`src/rtl/log_pow2_pkg.sv`:
```
// Shared constants and stage records for the log2-to-linear pipeline.
// The table and the pipeline both assume an 8-bit fraction.
package log_pow2_pkg;

   localparam int FRAC_WIDTH  = 8;
   localparam int IDX_WIDTH   = 4;
   localparam int DELTA_WIDTH = 5;

   // Stage 1 holds the raw fraction alongside the delta it selected.
   typedef struct packed {
      logic [FRAC_WIDTH-1:0]  frac;
      logic [DELTA_WIDTH-1:0] delta;
      logic                   zero;
   } s1_rec_t;

   typedef struct packed {
      logic [FRAC_WIDTH-1:0] mant;
      logic                  zero;
   } s2_rec_t;

   // Mantissa correction: a small f with a large delta must floor at 0, never wrap.
   function automatic logic [FRAC_WIDTH-1:0] clamp_sub(input logic [FRAC_WIDTH-1:0]  f,
                                                       input logic [DELTA_WIDTH-1:0] d);
      logic signed [FRAC_WIDTH:0] diff;
      diff = $signed({1'b0, f}) - $signed({{(FRAC_WIDTH-DELTA_WIDTH+1){1'b0}}, d});
      return (diff < 0) ? '0 : diff[FRAC_WIDTH-1:0];
   endfunction

endpackage

```
`src/rtl/log_pow2_if.sv`:
```
// Valid/ready bus for the log2-to-linear pipeline: log word in, exponent and mantissa out.
interface log_pow2_if #(
   parameter int INT_WIDTH = 6
);
   logic                                               in_valid;
   logic                                               in_ready;
   logic [INT_WIDTH+log_pow2_pkg::FRAC_WIDTH-1:0]      in_log;
   logic                                               in_zero;
   logic                                               out_valid;
   logic                                               out_ready;
   logic signed [INT_WIDTH-1:0]                        out_exp;
   logic [log_pow2_pkg::FRAC_WIDTH-1:0]                out_mant;
   logic                                               out_zero;

   modport master (
      output in_valid, in_log, in_zero, out_ready,
      input  in_ready, out_valid, out_exp, out_mant, out_zero
   );

   modport slave (
      input  in_valid, in_log, in_zero, out_ready,
      output in_ready, out_valid, out_exp, out_mant, out_zero
   );
endinterface

```
`src/rtl/pow2_delta_table.sv`:
```
// Piecewise correction table for 2^f approximated as 1+f: delta per 1/16 segment of the fraction.
module pow2_delta_table
   import log_pow2_pkg::*;
(
   input  logic [IDX_WIDTH-1:0]   idx,
   output logic [DELTA_WIDTH-1:0] delta
);

   always_comb begin
      delta = '0;
      case (idx)
         4'd0:    delta = 5'd0;
         4'd1:    delta = 5'd27;
         4'd2:    delta = 5'd23;
         4'd3:    delta = 5'd20;
         4'd4:    delta = 5'd16;
         4'd5:    delta = 5'd14;
         4'd6:    delta = 5'd12;
         4'd7:    delta = 5'd11;
         4'd8:    delta = 5'd10;
         4'd9:    delta = 5'd10;
         4'd10:   delta = 5'd11;
         4'd11:   delta = 5'd12;
         4'd12:   delta = 5'd15;
         4'd13:   delta = 5'd18;
         4'd14:   delta = 5'd22;
         4'd15:   delta = 5'd26;
         default: delta = 5'd0;
      endcase
   end

endmodule

```
`src/rtl/log_pow2_pipe.sv`:
```
// Two-stage log2 -> (exponent, mantissa) converter with valid/ready flow control.
// Define LOG_POW2_INTERP_EN to linearly interpolate between adjacent table entries.
module log_pow2_pipe #(
   parameter int INT_WIDTH  = 6,
   parameter int FRAC_WIDTH = 8
) (
   input logic        clock,
   input logic        reset,
   log_pow2_if.slave  bus
);
   import log_pow2_pkg::*;

   logic                        v1, v2;
   logic                        en1, en2;
   s1_rec_t                     s1;
   s2_rec_t                     s2;
   logic signed [INT_WIDTH-1:0] s1_exp, s2_exp;

   logic [FRAC_WIDTH-1:0]       f;
   logic [IDX_WIDTH-1:0]        idx_lo;
   logic [DELTA_WIDTH-1:0]      t_lo;
   logic [DELTA_WIDTH-1:0]      delta_in;

   // A stage may load when it is empty or when the stage after it is moving.
   assign en2          = bus.out_ready | ~v2;
   assign en1          = en2 | ~v1;
   assign bus.in_ready = en1;

   assign f      = bus.in_log[FRAC_WIDTH-1:0];
   assign idx_lo = f[FRAC_WIDTH-1 -: IDX_WIDTH];

   pow2_delta_table u_table_lo (
      .idx   (idx_lo),
      .delta (t_lo)
   );

`ifdef LOG_POW2_INTERP_EN
   logic [IDX_WIDTH-1:0]      idx_hi;
   logic [DELTA_WIDTH-1:0]    t_hi;
   logic signed [10:0]        slope;
   logic signed [10:0]        prod;
   logic signed [10:0]        step;
   logic signed [10:0]        sum;

   // Segment 15 interpolates back toward entry 0; the 4-bit increment wraps naturally.
   assign idx_hi = idx_lo + 4'd1;

   pow2_delta_table u_table_hi (
      .idx   (idx_hi),
      .delta (t_hi)
   );

   assign slope    = $signed({6'b0, t_hi}) - $signed({6'b0, t_lo});
   assign prod     = slope * $signed({7'b0, f[3:0]});
   assign step     = prod >>> 4;
   assign sum      = $signed({6'b0, t_lo}) + step;
   assign delta_in = sum[DELTA_WIDTH-1:0];
`else
   assign delta_in = t_lo;
`endif

   // Stage 1: capture the word together with its looked-up delta.
   always_ff @(posedge clock or posedge reset) begin
      if (reset) begin
         v1     <= 1'b0;
         s1     <= '0;
         s1_exp <= '0;
      end else if (en1) begin
         v1       <= bus.in_valid;
         s1.frac  <= f;
         s1.delta <= delta_in;
         s1.zero  <= bus.in_zero;
         s1_exp   <= bus.in_log[INT_WIDTH+FRAC_WIDTH-1:FRAC_WIDTH];
      end
   end

   // Stage 2: apply the correction; holding en2 low freezes the presented word.
   always_ff @(posedge clock or posedge reset) begin
      if (reset) begin
         v2     <= 1'b0;
         s2     <= '0;
         s2_exp <= '0;
      end else if (en2) begin
         v2      <= v1;
         s2.mant <= clamp_sub(s1.frac, s1.delta);
         s2.zero <= s1.zero;
         s2_exp  <= s1_exp;
      end
   end

   assign bus.out_valid = v2;
   assign bus.out_exp   = s2_exp;
   assign bus.out_mant  = s2.mant;
   assign bus.out_zero  = s2.zero;

endmodule

```
`src/flat_wrapper.sv`:
```
// flat-port wrapper written by rule: the top's interface ports become plain ports
module log_pow2_pipe_flat import log_pow2_pkg::*;
#(
   parameter int INT_WIDTH  = 6,
   parameter int FRAC_WIDTH = 8
)
  (clock, reset, bus_in_valid, bus_in_log, bus_in_zero, bus_out_ready, bus_in_ready, bus_out_valid, bus_out_exp, bus_out_mant, bus_out_zero);
  log_pow2_if #(.INT_WIDTH(INT_WIDTH)) bus_i ();
  input logic clock;
  input logic reset;
  input wire logic [$bits(bus_i.in_valid)-1:0] bus_in_valid;
  input wire logic [$bits(bus_i.in_log)-1:0] bus_in_log;
  input wire logic [$bits(bus_i.in_zero)-1:0] bus_in_zero;
  input wire logic [$bits(bus_i.out_ready)-1:0] bus_out_ready;
  output wire logic [$bits(bus_i.in_ready)-1:0] bus_in_ready;
  output wire logic [$bits(bus_i.out_valid)-1:0] bus_out_valid;
  output wire logic [$bits(bus_i.out_exp)-1:0] bus_out_exp;
  output wire logic [$bits(bus_i.out_mant)-1:0] bus_out_mant;
  output wire logic [$bits(bus_i.out_zero)-1:0] bus_out_zero;
  assign bus_i.in_valid = bus_in_valid;
  assign bus_i.in_log = bus_in_log;
  assign bus_i.in_zero = bus_in_zero;
  assign bus_i.out_ready = bus_out_ready;
  assign bus_in_ready = bus_i.in_ready;
  assign bus_out_valid = bus_i.out_valid;
  assign bus_out_exp = bus_i.out_exp;
  assign bus_out_mant = bus_i.out_mant;
  assign bus_out_zero = bus_i.out_zero;
  log_pow2_pipe #(.INT_WIDTH(INT_WIDTH), .FRAC_WIDTH(FRAC_WIDTH)) u_core (.clock(clock), .reset(reset), .bus(bus_i));
endmodule
```
`config.mk`:
```
export PLATFORM = sky130hd
export DESIGN_NAME = log_pow2_pipe_flat
export DESIGN_NICKNAME = d
export VERILOG_FILES = /design/src/rtl/log_pow2_pkg.sv /design/src/rtl/log_pow2_if.sv /design/src/rtl/pow2_delta_table.sv /design/src/rtl/log_pow2_pipe.sv /design/src/flat_wrapper.sv
export SDC_FILE = /design/constraint.sdc
export NUM_CORES = 1
export LEC_CHECK = 0
export BUFFER_PORTS_ARGS = -buffer_cell sky130_fd_sc_hd__buf_2
export CORE_ASPECT_RATIO = 1.5
export CORE_MARGIN = 5
export CORE_UTILIZATION = 30
export CTS_BUF_LIST = sky130_fd_sc_hd__clkbuf_8
export DETAILED_ROUTE_END_ITERATION = 16
export PLACE_DENSITY = 0.53
export SLEW_MARGIN = 20
export SYNTH_ARGS = -nofsm -noshare
export SYNTH_HDL_FRONTEND = slang
export SYNTH_SLANG_ARGS = --single-unit
```
`constraint.sdc`:
```
create_clock -name clock -period 5.7 [get_ports clock]
set_input_delay 1.14 -clock clock [delete_from_list [all_inputs] [get_ports clock]]
set_output_delay 1.14 -clock clock [all_outputs]
set_load 0.05 [all_outputs]
```
=== After elaboration in Yosys (flattened, before gate mapping) ===
Memories as Yosys holds them, arrays and structs flattened. A register that Yosys moved wholly into a read port is not among the register bits.
Index checks and enable logic that the tools add are counted.

* Bits in read-only memories: 80
* Register bits after elaboration: 32
* Output and inout port bits: 17
* Input port bits: 19
* Logic and storage cells: 16
* Memories kept: 1

{| class="wikitable"
|+ Memories
! name !! words !! bits a word !! read ports !! clocked after memory_dff !! wr ports !! line !! source
|-
| (no name shown) || 16 || 5 || 1 || 1 || 0 || pow2_delta_table.sv:11 || <nowiki>case (idx)</nowiki>
|}

* Mux-type cells: 1
* Bitwise gates (word level): 4
* Add/sub/neg operators: 1
* $lt $le $gt $ge: 1

{| class="wikitable"
|+ Operators with widths
! cell !! count
|-
| 9-bit by 1-bit < comparator with 1-bit output, second input constant || 1
|-
| 8-bit by 5-bit subtractor with 9-bit output || 1
|-
| 8-bit 2-to-1 mux || 1
|-
| 1-bit NOT || 2
|-
| 1-bit OR || 2
|}

=== Longest topological paths before layout ===
* Word-level depth: 3
* Depth in mapped cells: 8
* Gate-level depth less buffers: 8

=== Hierarchy ===
A second synthesis with hierarchy kept.

* Cell total of the unflattened synthesis: 167
* Area total of the unflattened synthesis: 1874.3 um^2

{| class="wikitable"
|+ By module, submodules not included
! module !! cells each !! seq. area each (um^2) !! area each (um^2) !! instances
|-
| log_pow2_pipe || 145 || 925.9 || 1667.8 || 1
|-
| pow2_delta_table || 22 || 0.0 || 206.4 || 1
|}

=== Least setup slack after synthesis ===
OpenSTA, ideal clock, no wires.

* Path type: in2out
* Start point: input port bus_out_ready
* End point: output port bus_in_ready
* Stages: 4
* Path slack: 2.405 ns
* Data arrival time: 2.155 ns
* Path buffers: 2
* Data required time: 4.560 ns
* Cells stage by stage: nor2b_1 -> buf_2 -> nand2_1 -> clkbuf_1

* Word-level cells in the longest chain between the ends: 2

{| class="wikitable"
|+ RTL lines
! element !! line !! source
|-
| start: declaration || flat_wrapper.sv:14 || <nowiki>input wire logic [$bits(bus_i.out_ready)-1:0] bus_out_ready;</nowiki>
|-
| 1-bit OR || log_pow2_pipe.sv:25 || <nowiki>assign en2 = bus.out_ready | ~v2;</nowiki>
|-
| 1-bit OR || log_pow2_pipe.sv:26 || <nowiki>assign en1 = en2 | ~v1;</nowiki>
|-
| end: declaration || flat_wrapper.sv:15 || <nowiki>output wire logic [$bits(bus_i.in_ready)-1:0] bus_in_ready;</nowiki>
|}

Every way passes these cells.

=== Worst setup path after layout ===
Same ends and word-level chain as after synthesis.

==> flow_summary_export.csv <==
group,metric,value,unit
critical_path,endpoint_kind,"output port",
layout,antennaDiodeCount,0,
critical_path,crit_path_start_kind,"input port",
cts,clock-sinks,37,
cts,clk_pin_slew,0.07,ns
sta,slew_headroom,63.78,%
floorplan,row_count,34,
yosys,syn_area_per_cell,10.76,µm²
critical_path,worstPathArrival,1.90,ns
pwr,p_per_area,348.8,nW/µm²
sta,min_period_over_period,53.33,%
yosys,synthMuxAreaShare,11.76,%
yosys,synthAdderAreaFrac,7.978,%
detailed_routing,drt_iter0_drc,47,
sta,hold_viol,0,
sta,period_needed,3.040,ns
yosys,synth_top_family_by_area,"simple AND/OR/NAND/NOR gates",
detailed_routing,ant_nets,0,
floorplan,die_area,7753,µm²
detailed_routing,wl,3680,µm
cts,cts_made_buffers,5,
run_status,outcome,"completed",
sta,rsz0062_at_grt,"false",
floorplan,pin_count,36,
yosys,synth_compound_area_share,11.21,%
cts,cts_max_path_buffers,2,
yosys,ys_ff_latch,37,
detailed_routing,vias_per_cell,4.686,
critical_path,path_buf_inv,3,
cts,htreeDepth,2,
placement,routabilityCongestion,0.7404,
placement,port_buffers,35,
sta,fin_skew,0.005524,ns
critical_path,r2r_slack,3.51,ns
global_routing,grt_antenna_before_repair,0,
cts,cts_tree,"yes",
layout,fin_util,36.87,%
cts,cts_resized,0,
critical_path,cp_slowest_stage_delay,0.23,ns
layout,layout-drive-gt1-share,31.25,%
yosys,syn_area,1819,µm²
pwr,power.leakage,1.038,nW
yosys,synth_xor_area_share,0.9629,%
detailed_routing,vias,1312,
critical_path,worstPathCellList,"buf_2 -> nor2b_1 -> buf_4 -> nand2_1 -> buf_2",
yosys,syn_nets,199,
critical_path,cp.required,4.56,ns
pwr,ir_worst_vdd,0.1223,mV
global_routing,grt_pass1_vias,1326,
global_routing,grt.overflow.total,0,
yosys,synthDistinctLibCells,32,
layout,layout_common_cells,"dfrtp_1 (37), nand2_1 (35), buf_2 (35)",
sta,setup_violations,0,
floorplan,initial_core_util,30.99,%
sta,worst_slew_pin_slew,0.5434,ns
layout,n_fill_cell,630,
yosys,yosysSeqAreaShare,50.89,%
sta,fin_tns_setup,0,ns
sta,fmax,329.0,MHz
detailed_routing,drc,0,
floorplan,die_x,73.58,µm
critical_path,crit_top_cell,"buf_2",
global_routing,grt_max_degree,38,
layout,finalNetCount,237,
placement,hpwlAfterDp,2753,µm
yosys,ys_warn_count,0,
sta,drv_slew,0,
detailed_routing,wire_per_inst,13.14,µm
global_routing,grt_pass1_wl,6265,µm
floorplan,die_height,105.4,µm
yosys,syn_inst,169,
critical_path,path_max_fanout,16,
global_routing,grt.total_usage,10.34,%
cts,clock_latency,0.29,ns
critical_path,critPathTopFamily,"buffers and inverters",
cts,post-cts-setup-buffers,0,
floorplan,core_area,5871,µm²
detailed_routing,drtPass1Iterations,4,
critical_path,slowest_stage,"buf_2",
layout,syn_to_final_growth,18.98,%
cts,hold_buffers,0,
cts,root_buffer,"clkbuf_8",
critical_path,crit_type,"in2out",
layout,mostFrequentLayoutCell,"dfrtp_1",
worst_hold_path,holdCritPathClass,"reg2reg",
run,maxCapViolCount,0,
yosys,yosys.area_share.simple,13.55,%
-- cells by family after synthesis --
| logic type | count (synthesis) |
|---|---|
| and+or+nand+nor | 55 |
| adders and majority gates | 11 |
| muxes | 17 |
| AOI/OAI and AO/OA | 30 |
| buffers and inverters | 17 |
| DFF | 37 |
| xor gates and xnor gates | 2 |
-- synth_stat cells (all sizes together) --
library cell / n / area share (%)
dfrtp: 37 / 51
nand2: 35 / 7.2
mux2: 15 / 9.3
o21ai: 13 / 3.8
ha: 10 / 6.9
inv: 10 / 2.1
clkbuf: 5 / 1.0
nand2b: 4 / 1.4
nor2: 4 / 0.83
o211ai: 4 / 1.9
o31ai: 3 / 1.2
or3: 3 / 1.0
a211oi: 2 / 0.83
buf: 2 / 0.55
mux4: 2 / 2.5
nand3: 2 / 0.55
nand3b: 2 / 0.83
nor2b: 2 / 0.69
o21a: 2 / 0.83
o311ai: 2 / 0.96
a21o: 1 / 0.41
a21oi: 1 / 0.27
a31oi: 1 / 0.34
fa: 1 / 1.1
nor3: 1 / 0.27
o2111a: 1 / 0.62
or2: 1 / 0.34
or4: 1 / 0.41
xnor2: 1 / 0.48
xor2: 1 / 0.48
-- stage by stage --
step                setup slack, ns  cells  area [µm²]  total power [mW]  hold WS (ns)
floorplan                     2.405    169        1819            0.5227        0.4346
global placement              2.648    272        2078            0.5836        0.4504
detailed placement            2.641    272        2078            0.5878        0.4540
CTS                           2.638    280        2165            0.7715        0.4715
global route                  2.590    280        2165            0.8020        0.4916
finish                        2.660    280        2165            0.7549        0.4654
-- power by group --
part           total [mW]  switching, mW  internal, mW
Sequential          0.327         0.0230         0.304
Clock               0.177         0.0931        0.0843
Combinational       0.251          0.174        0.0771
Total               0.755          0.290         0.465
-- flip-flops by register name, summed over array words and instances (netlist names) --
register              count
u_core.s1                14
u_core.bus.out_mant       8
u_core.bus.out_exp        6
u_core.s1_exp             6
u_core.bus.out_valid      1
u_core.bus.out_zero       1
u_core.v1                 1
-- worst min-delay path, cell delays in order (launching register included) --
cell,delay [ns]
dfrtp_1,0.34
nand2_1,0.05
nand2_1,0.05
-- final timing paths --
kind	to	start	cells past startpoint
worst max-delay path	bus_in_ready	bus_out_ready	5
worst min-delay path	u_core.bus.out_zero	u_core.bus.out_zero	2
worst max register to register	u_core.bus.out_mant[6]	u_core.s1[6]	8
worst min register to register	u_core.bus.out_zero	u_core.bus.out_zero	2
max in group asynchronous	u_core.bus.out_mant[0]	reset	3
min in group asynchronous	u_core.v1	reset	3
-- routing by layer --
metal | wire length, µm | GRT usage, % | vias up
li1 | - | - | 660
met1 | 1599 | 12.38 | 618
met2 | 1770 | 16.81 | 28
met3 | 229 | 2.952 | 6
met4 | 81 | 4.663 | 0
met5 | 0 | 0 | -
-- final cells by class --
cell class | count | area (µm²) | area share, %
Multi-Input combinational cell | 115 | 827.0 | 38.21
Clock buffer | 5 | 68.82 | 3.179
Clock inverter | 3 | 17.52 | 0.8092
Tap cell | 72 | 90.09 | 4.162
Sequential cell | 37 | 925.9 | 42.77
Timing Repair Buffer | 38 | 197.7 | 9.133
Inverter | 10 | 37.54 | 1.734
(Power assumes the default switching activity.)
